--- src/rtl/pc_sequencer.sv ---
// Next-PC controller: owns the fetch PC, arbitrates redirects, handshakes with IF.
// Optional MIPS branch delay slot behaviour via `define BRANCH_DELAY_SLOT_EN.
module pc_sequencer #(
  parameter logic [31:0] RESET_VEC = 32'h0000_3000,
  parameter logic [31:0] EXC_VEC   = 32'h0000_4180
) (
  input  logic        clock,
  input  logic        reset,
  input  logic        stall,
  input  logic        if_ready,
  input  logic        exc_valid,
  input  logic        eret_valid,
  input  logic [31:0] epc,
  input  logic        br_valid,
  input  logic [31:0] br_target,
  output logic [31:0] pc,
  output logic        pc_valid,
  output logic        flush_if
);

`ifdef BRANCH_DELAY_SLOT_EN
  typedef enum logic [1:0] {BOOT, RUN, DSLOT} state_e;
  logic [31:0] pend_q, pend_d;
`else
  typedef enum logic {BOOT, RUN} state_e;
`endif

  state_e      state_q, state_d;
  logic [31:0] pc_q, pc_d;
  logic        flush_q, flush_d;
  logic        fire;

  assign pc_valid = (state_q != BOOT);
  assign fire     = pc_valid & if_ready & ~stall;
  assign pc       = pc_q;
  assign flush_if = flush_q;

  always_comb begin
    state_d = state_q;
    pc_d    = pc_q;
    flush_d = 1'b0;
`ifdef BRANCH_DELAY_SLOT_EN
    pend_d  = pend_q;
`endif
    // Priority chain: exception > eret > branch
    if (exc_valid) begin
      pc_d    = EXC_VEC & ~32'd3;
      flush_d = 1'b1;
      state_d = RUN;
`ifdef BRANCH_DELAY_SLOT_EN
      pend_d  = '0;
`endif
    end else if (eret_valid) begin
      pc_d    = epc & ~32'd3;
      flush_d = 1'b1;
      state_d = RUN;
`ifdef BRANCH_DELAY_SLOT_EN
      pend_d  = '0;
`endif
    end else begin
`ifdef BRANCH_DELAY_SLOT_EN
      unique case (state_q)
        BOOT: begin
          if (br_valid) pc_d = br_target & ~32'd3;
          state_d = RUN;
        end
        RUN: begin
          if (br_valid && fire) begin
            pc_d = br_target & ~32'd3;
          end else if (br_valid) begin
            pend_d  = br_target & ~32'd3;
            state_d = DSLOT;
          end else if (fire) begin
            pc_d = pc_q + 32'd4;
          end
        end
        DSLOT: begin
          if (fire) begin
            pc_d    = pend_q;
            state_d = RUN;
          end
        end
        default: state_d = BOOT;
      endcase
`else
      if (br_valid) begin
        pc_d    = br_target & ~32'd3;
        flush_d = 1'b1;
        state_d = RUN;
      end else if (state_q == BOOT) begin
        state_d = RUN;
      end else if (fire) begin
        pc_d = pc_q + 32'd4;
      end
`endif
    end
  end

  always_ff @(posedge clock or negedge reset) begin
    if (!reset) begin
      state_q <= BOOT;
      pc_q    <= RESET_VEC;
      flush_q <= 1'b0;
`ifdef BRANCH_DELAY_SLOT_EN
      pend_q  <= '0;
`endif
    end else begin
      state_q <= state_d;
      pc_q    <= pc_d;
      flush_q <= flush_d;
`ifdef BRANCH_DELAY_SLOT_EN
      pend_q  <= pend_d;
`endif
    end
  end

endmodule

--- config.mk ---
export PLATFORM = sky130hd
export DESIGN_NAME = pc_sequencer
export DESIGN_NICKNAME = d
export VERILOG_FILES = /design/src/rtl/pc_sequencer.sv
export SDC_FILE = /design/constraint.sdc
export NUM_CORES = 1
export LEC_CHECK = 0
export ABC_CLOCK_PERIOD_IN_PS = 2600
export CORE_UTILIZATION = 31
export DETAILED_ROUTE_END_ITERATION = 8
export GPL_ROUTABILITY_DRIVEN = 0
export PLACE_DENSITY = 0.69
export SYNTH_ARGS = -nofsm -noshare
export SYNTH_HDL_FRONTEND = slang
export SYNTH_SLANG_ARGS = --single-unit
--- constraint.sdc ---
create_clock -name clock -period 2.6 [get_ports clock]
set_input_delay 0.39 -clock clock [delete_from_list [all_inputs] [get_ports clock]]
set_output_delay 0.39 -clock clock [all_outputs]
set_load 0.02 [all_outputs]
# Word-level counts from Yosys, hierarchy flattened
# Index checks and enable logic that the tools add are counted.
[totals]
regBits = 34
in_bits = 71
output_inout_bits = 34
elab_cells = 18
[op_classes]
addsub = 1
muxes = 8
n_bitwise = 3
reduce_logical = 3
[op_table]
columns = ["operator", "count"]
rows = [
  ["2-to-1 mux 32 bit", 5],
  ["adder 32 x 3 -> 32 bit, second input constant", 1],
  ["nonzero test 4 bit", 2],
  ["2-to-1 mux 1 bit", 3],
  ["bitwise AND 1 bit", 2],
  ["AND reduction 2 bit", 1],
  ["NOT 1 bit", 1],
]

# Logic depth before layout (Yosys ltp)
# Gate-level depths: netlist of the first run.
[depth]
ltp_word = 7
ltp_mapped = 7
depth_no_buf = 6

# Worst setup path before layout of the first run
# OpenSTA, ideal clock, no wires.
[synth_timing]
path_kind = "register to register"
from = "register pc_q[2], in the netlist pc[2]"
to = "register pc_q[20], in the netlist pc[20]"
setup_ns = 0.082
arrival_ns = 2.057
required_ns = 2.518
path_slack_ns = 0.461
path_stages_with_launch = 7
path_buffers = 0
synth_period_minus_slack_ns = 2.139
cell_sequence = "dfrtp_1 ha_1 nand3_4 or4_4 or3_1 xnor2_1 a31oi_1"
[synth_between]
elab_chain_cells = 6
[synth_rtl]
columns = ["item", "line_no", "text"]
rows = [
  ["from (decl)", "29", "logic [31:0] pc_q, pc_d;"],
  ["from (signal assigned)", "109", "pc_q <= pc_d;"],
  ["adder 32 x 3 -> 32 bit", "93", "pc_d = pc_q + 32'd4;"],
  ["2-to-1 mux 32 bit", "92", "end else if (fire) begin"],
  ["2-to-1 mux 32 bit", "90", "end else if (state_q == BOOT) begin"],
  ["2-to-1 mux 32 bit", "86", "if (br_valid) begin"],
  ["2-to-1 mux 32 bit", "53", "end else if (eret_valid) begin"],
  ["2-to-1 mux 32 bit", "46", "if (exc_valid) begin"],
]
# No other way between the ends. The select of a mux whose other input is x is not followed.
# A chain may end at the register's enable or synchronous reset.

# Worst setup path in the final report of the first run
# Ends and elaborated chain as after synthesis.

==> results of run 1 <==
==> metrics by stage <==
stage | util (%) | hold slack (ns) | setup slack, ns
floorplan | - | 0.0944 | 0.461
global placement | 46.6 | 0.551 | 0.300
detailed placement | 46.6 | 0.557 | 0.274
CTS | 47.8 | 0.537 | 0.417
global route | 47.8 | 0.570 | 0.328
finish | 47.8 | 0.520 | 0.428
==> routing by layer <==
metal,track usage (%),part of all wire (%),wire length (um),vias up
met5,0,0,0,-
met4,5.03,1.5,129,0
met3,4.21,7.5,633,16
met2,32.7,46,3860,127
met1,27.9,45,3770,1340
li1,-,-,-,1319
==> worst max path at each step <==
stage          slack [ns]     start  cells past startpoint  endpoint
6_report             0.43     pc[2]                      6    pc[20]
5_1_grt              0.33     pc[2]                      6    pc[20]
4_1_cts              0.42     pc[2]                      6    pc[20]
3_5_place_dp         0.27  br_valid                      6    pc[10]
3_3_place_gp         0.30  br_valid                      6    pc[10]
2_1_floorplan        0.46     pc[2]                      6    pc[20]
==> power by group through the flow <==
stage	clock network [uW]	logic, uW	registers (uW)
detailed placement	0	503	626
finish	409	502	619
global route	432	539	627
global placement	0	497	624
CTS	412	504	618
floorplan	0	186	668
==> cell families (layout without fill, tap and decap cells) <==
| family | count (synthesis) | count (layout) | synth area share (%) |
|---|---|---|---|
| AND/OR/NAND/NOR | 109 | 109 | 26.4 |
| AO/OA/AOI/OAI | 105 | 105 | 29.3 |
| adder cells (fa/ha/maj) | 1 | 1 | 0.510 |
| XOR/XNOR | 9 | 9 | 3.22 |
| flip-flops | 32 | 32 | 32.8 |
| buffers and inverters | 24 | 127 | 4.64 |
| other | 2 | 3 | 0.306 |
| multiplexers | 7 | 7 | 2.86 |
==> cell type report <==
| type | instances | area, um2 |
|---|---|---|
| fillers | 749 | 4010 |
| multi-input cells | 234 | 1540 |
| repair buffers | 113 | 1090 |
| flip-flops and latches | 32 | 803 |
| well taps | 102 | 128 |
| clock buffers | 8 | 90.1 |
| inverters | 6 | 22.5 |
==> synthesized netlist by cell type, types with 2 or more instances <==
cell	instances	area, um2
nand3_1	12	60.1
a41oi_1	2	17.5
nand3b_1	2	15.0
nor2_1	27	101
inv_1	2	7.51
dfstp_2	2	52.6
o221ai_1	5	43.8
o211ai_1	4	30.0
clkbuf_1	11	41.3
and2_1	3	18.8
o21ai_0	8	40.0
xor2_1	5	43.8
nand2b_1	3	18.8
and4_1	2	17.5
nor2_4	2	22.5
conb_1	2	7.51
a21oi_1	19	95.1
a22oi_1	12	90.1
nand3_4	2	35.0
xnor2_1	4	35.0
a31oi_1	6	37.5
a22o_1	9	78.8
o21ai_1	6	30.0
or3_1	4	25.0
dfrtp_1	30	751
a21o_1	2	15.0
o22a_1	5	43.8
inv_2	3	11.3
mux2i_1	7	70.1
o21a_1	3	22.5
nor3b_1	5	37.5
nand4_1	9	56.3
and3_1	7	43.8
buf_4	2	15.0
o22ai_1	14	87.6
nand2_1	17	63.8
buf_2	4	20.0
o31ai_1	3	22.5
nor3_1	6	30.0
==> flip-flops by register name (all words and copies together), names as in the netlist <==
name      count
pc           30
flush_if      1
pc_valid      1
==> metrics.cfg, run 1 <==
[status]
status=complete, no violations

[global_routing]
grt_overflow_total=0
grt_use_total_pct=20.4
grt_start_max_net_pins=33
grt_pass1_vias=2688
antenna_found_initial=0
grt_first_pass_wirelength_mm=13.4

[setup_path]
timing.rr.end=pc[20]
cp_max_fo=7
end_kind=flop
reg2reg_depth=6
critPathBufInv=0
rrSetupSlack_ns=0.43
critPathSlowestCell=or4_4
worst_path_dominant_cell_family=simple AND/OR/NAND/NOR gates
r2r-start=pc[2]
cp_cell_sequence=ha_1 -> nand3_4 -> or4_4 -> or3_1 -> xnor2_1 -> a31oi_1
worstSetupStartpointType=flop
worstSetupPathType=flop to flop
required_ns=2.81
arrival_ns=2.39
max_stage_delay_ns=0.54

[floorplanning]
top_level_ports=105
die_h_um=90.9
die_w_um=90.9
start_util_pct=31.9
die_area_um2=8270
fp-row-count=32
core_um2=7690

[clocking]
cts_sinks=32
hold_buffers=0
clock_latency_ns=0.29
cts-root-buf=clkbuf_8
clk_path_buf_depth=2
post_cts_buffers=0
clk_pin_slew_ns=0.07
cts_tree=done
htreeDepth=2
cts_resized=0
numCtsBuffers=5

[power]
p_leak_uw=0.00143
p_int_uw=1030
finalPower_uw=1530
p_seq_share_pct=40.4
swShare_pct=32.9
p_clk_share_pct=26.7
power.switching_uw=503
power.density_nw_per_um2=416
p_comb_share_pct=32.8
vdd_drop_max_uv=210

[drt]
drt_iter0_markers=209
drc_errors=0
vias=2802
detail_route.first_pass.iterations=5
routed_wl_mm=8.39
viasPerCell=5.66
wl_per_cell_um=16.9
postRouteAntennaNets=0

[timing]
hold_viol=0
timing.setup.tns_ns=0
setup_violations=0
fin_crit_sh_pct=83.5
finalClockSkew_ns=0.00685
rsz0062_at_grt=false
max-slew-margin-rel_pct=58.2
worst_pin_slew_ns=0.623
slew_viol_final=0
fmax_mhz=460
finalCriticalPeriod_ns=2.17

[layout]
nets=464
fin_area_um2=3670
layout-drive-gt1-share_pct=9.41
num_antenna_cells=0
areaGrowthSynthToFinish_pct=49.9
fin_cells=495
layout_common_cells=clkdlybuf4s50_1 (98), dfrtp_1 (30), nor2_1 (27)
final_common_cell=clkdlybuf4s50_1

[placement]
port_buffers=98
dpl.hpwl_mm=6.18
dp_cells=487
place_area_um2=3580

[run]
maxCapViolCount=0

[logic_synthesis]
synth_area_per_cell_um2=8.48
ys_types=57
yosysSeqAreaShare_pct=32.8
syn_area_um2=2450
synth_ff_type=dfrtp_1
ys_ff_latch=32
synth_edf_count=0
syn_inst=289
async_flop_share_pct=100
ys_warn_count=0

[worst_hold_path]
holdCritPathClass=input port to async pin

(Power assumes the default switching activity.)
==> run 2: changes to the inputs <==
--- a/config.mk
+++ b/config.mk
@@ -5,7 +5,7 @@
 export SDC_FILE = /design/constraint.sdc
 export NUM_CORES = 1
 export LEC_CHECK = 0
-export ABC_CLOCK_PERIOD_IN_PS = 2600
+export ABC_CLOCK_PERIOD_IN_PS = 2200
 export CORE_UTILIZATION = 31
 export DETAILED_ROUTE_END_ITERATION = 8
 export GPL_ROUTABILITY_DRIVEN = 0
==> constraint.sdc (replaced) <==
create_clock -name clock -period 2.2 [get_ports clock]
set_input_delay 0.33 -clock clock [delete_from_list [all_inputs] [get_ports clock]]
set_output_delay 0.33 -clock clock [all_outputs]
set_load 0.02 [all_outputs]
==> metrics.cfg, run 2 (synthesized netlist as in run 1, its figures left out) <==
[placement]
port_buffers=98  ; unchanged
place_area_um2=3700  ; +3.4%
dpl.hpwl_mm=6.48  ; +4.8%

[global_routing]
antenna_found_initial=0  ; unchanged
grt_overflow_total=0  ; unchanged
grt_pass1_vias=2765  ; +2.9%
grt_first_pass_wirelength_mm=13.9  ; +3.5%
grt_use_total_pct=21.0  ; +0.66 points
grt_start_max_net_pins=33  ; unchanged

[setup_path]
cp_max_fo=4  ; -3
arrival_ns=2.26  ; -0.13 ns
worstSetupPathType=flop to flop
required_ns=2.41  ; -0.40 ns
cp_cell_sequence=ha_1 -> nand3_4 -> or4_4 -> or3_1 -> xnor2_1 -> a31oi_1
max_stage_delay_ns=0.53  ; about the same
critPathSlowestCell=or4_4
worstSetupStartpointType=flop
end_kind=flop

[drt]
drt_iter0_markers=235  ; +12%
viasPerCell=5.63  ; -0.57%
wl_per_cell_um=17.0  ; +0.40%
routed_wl_mm=8.69  ; +3.6%
vias=2876  ; +2.6%
detail_route.first_pass.iterations=5  ; unchanged
postRouteAntennaNets=0  ; unchanged
drc_errors=0  ; unchanged

[timing]
finalCriticalPeriod_ns=2.05  ; -0.118 ns
rsz0062_at_grt=false
slew_viol_final=0  ; unchanged
holdWs_ns=0.465  ; -0.0551 ns
hold_viol=0  ; unchanged
setup_violations=0  ; unchanged
fmax_mhz=487  ; +5.8%
finalClockSkew_ns=0.00393  ; -0.00291 ns
timing.setup.tns_ns=0  ; unchanged
fin_crit_sh_pct=93.3  ; +9.8 points

[clocking]
hold_buffers=0  ; unchanged
cts_sinks=32  ; unchanged
clock_latency_ns=0.28  ; about the same
cts_tree=done
numCtsBuffers=5  ; unchanged
cts_resized=0  ; unchanged
clk_pin_slew_ns=0.07  ; about the same
cts-root-buf=clkbuf_8
clk_path_buf_depth=2  ; unchanged
htreeDepth=2  ; unchanged
post_cts_buffers=0  ; unchanged

[layout]
largest_reg_flops=30  ; unchanged
areaGrowthSynthToFinish_pct=54.8
final_core_util_pct=49.4  ; +1.6 points
num_antenna_cells=0  ; unchanged
layout_common_cells=clkdlybuf4s50_1 (98), buf_4 (31), dfrtp_1 (30)
nets=480  ; +3.4%
final_common_cell=clkdlybuf4s50_1
layout-drive-gt1-share_pct=13.0  ; +3.5 points
n_fill_cell=752  ; +0.40%
fin_area_um2=3790  ; +3.3%

[floorplanning]
start_util_pct=31.9  ; unchanged
die_h_um=90.9  ; unchanged
top_level_ports=105  ; unchanged
die_area_um2=8270  ; unchanged
core_um2=7690  ; unchanged
die_w_um=90.9  ; unchanged
fp-row-count=32  ; unchanged

[worst_hold_path]
holdCritPathClass=input port to async pin

[run]
maxCapViolCount=0  ; unchanged

[power]
finalPower_uw=1830  ; +20%
vdd_drop_max_uv=208  ; -1.2%
power.density_nw_per_um2=482  ; +16%
p_leak_uw=0.00151  ; +5.5%

[status]
status=complete, no violations

-- run 2: cell count changes in the layout (fill, tap and decap cells not counted), sizes merged --
cell | before | now
buf | 15 | 31
-- run 2: worst paths after layout --
check                      startpoint        to  slack (ns)  cells past startpoint
min in group clock             pc[26]    pc[26]        0.58                      2
max                             pc[3]    pc[20]        0.15                      6
max in group asynchronous       reset    pc[13]        1.39                      2
min                             reset  pc_valid        0.46                      2
min reg2reg                    pc[26]    pc[26]        0.58                      2
max reg2reg                     pc[3]    pc[20]        0.15                      6
-- run 2: report_power, final --
group,total [uW],switching [uW],internal [uW],leakage (uW)
Clock,478,222,255,0.0000455
Sequential,726,81.5,645,0.000396
Combinational,626,293,333,0.00106
-- run 2: critical path: cells and delay by family, from the launching register on --
family                     cells  cell delay [ns]
adders and majority gates      1             0.28
AOI/OAI and AO/OA              1             0.15
DFF                            1             0.35
xor gates and xnor gates       1             0.13
and+or+nand+nor                3             1.06
-- run 2: cell type report --
class / count / area (um2) / share of cell area (%)
Multi-Input combinational cell: 234 / 1540 / 40.5
Timing Repair Buffer: 129 / 1210 / 32.0
Sequential cell: 32 / 803 / 21.2
Tap cell: 102 / 128 / 3.36
Clock buffer: 8 / 90.1 / 2.37
Inverter: 6 / 22.5 / 0.593
-- run 2: metrics by stage --
step / worst slack, ns / cells
2_1_floorplan: 0.0606 / 290
3_3_place_gp: 0.0345 / 503
3_5_place_dp: -0.0290 / 503
4_1_cts: 0.151 / 511
5_1_grt: 0.0155 / 511
6_report: 0.147 / 511
-- run 2: routing by layer --
metal	track usage, %	routed length, um
met1	29.0	3840
met2	33.5	4030
met3	4.38	718
met4	5.16	98
met5	0	0
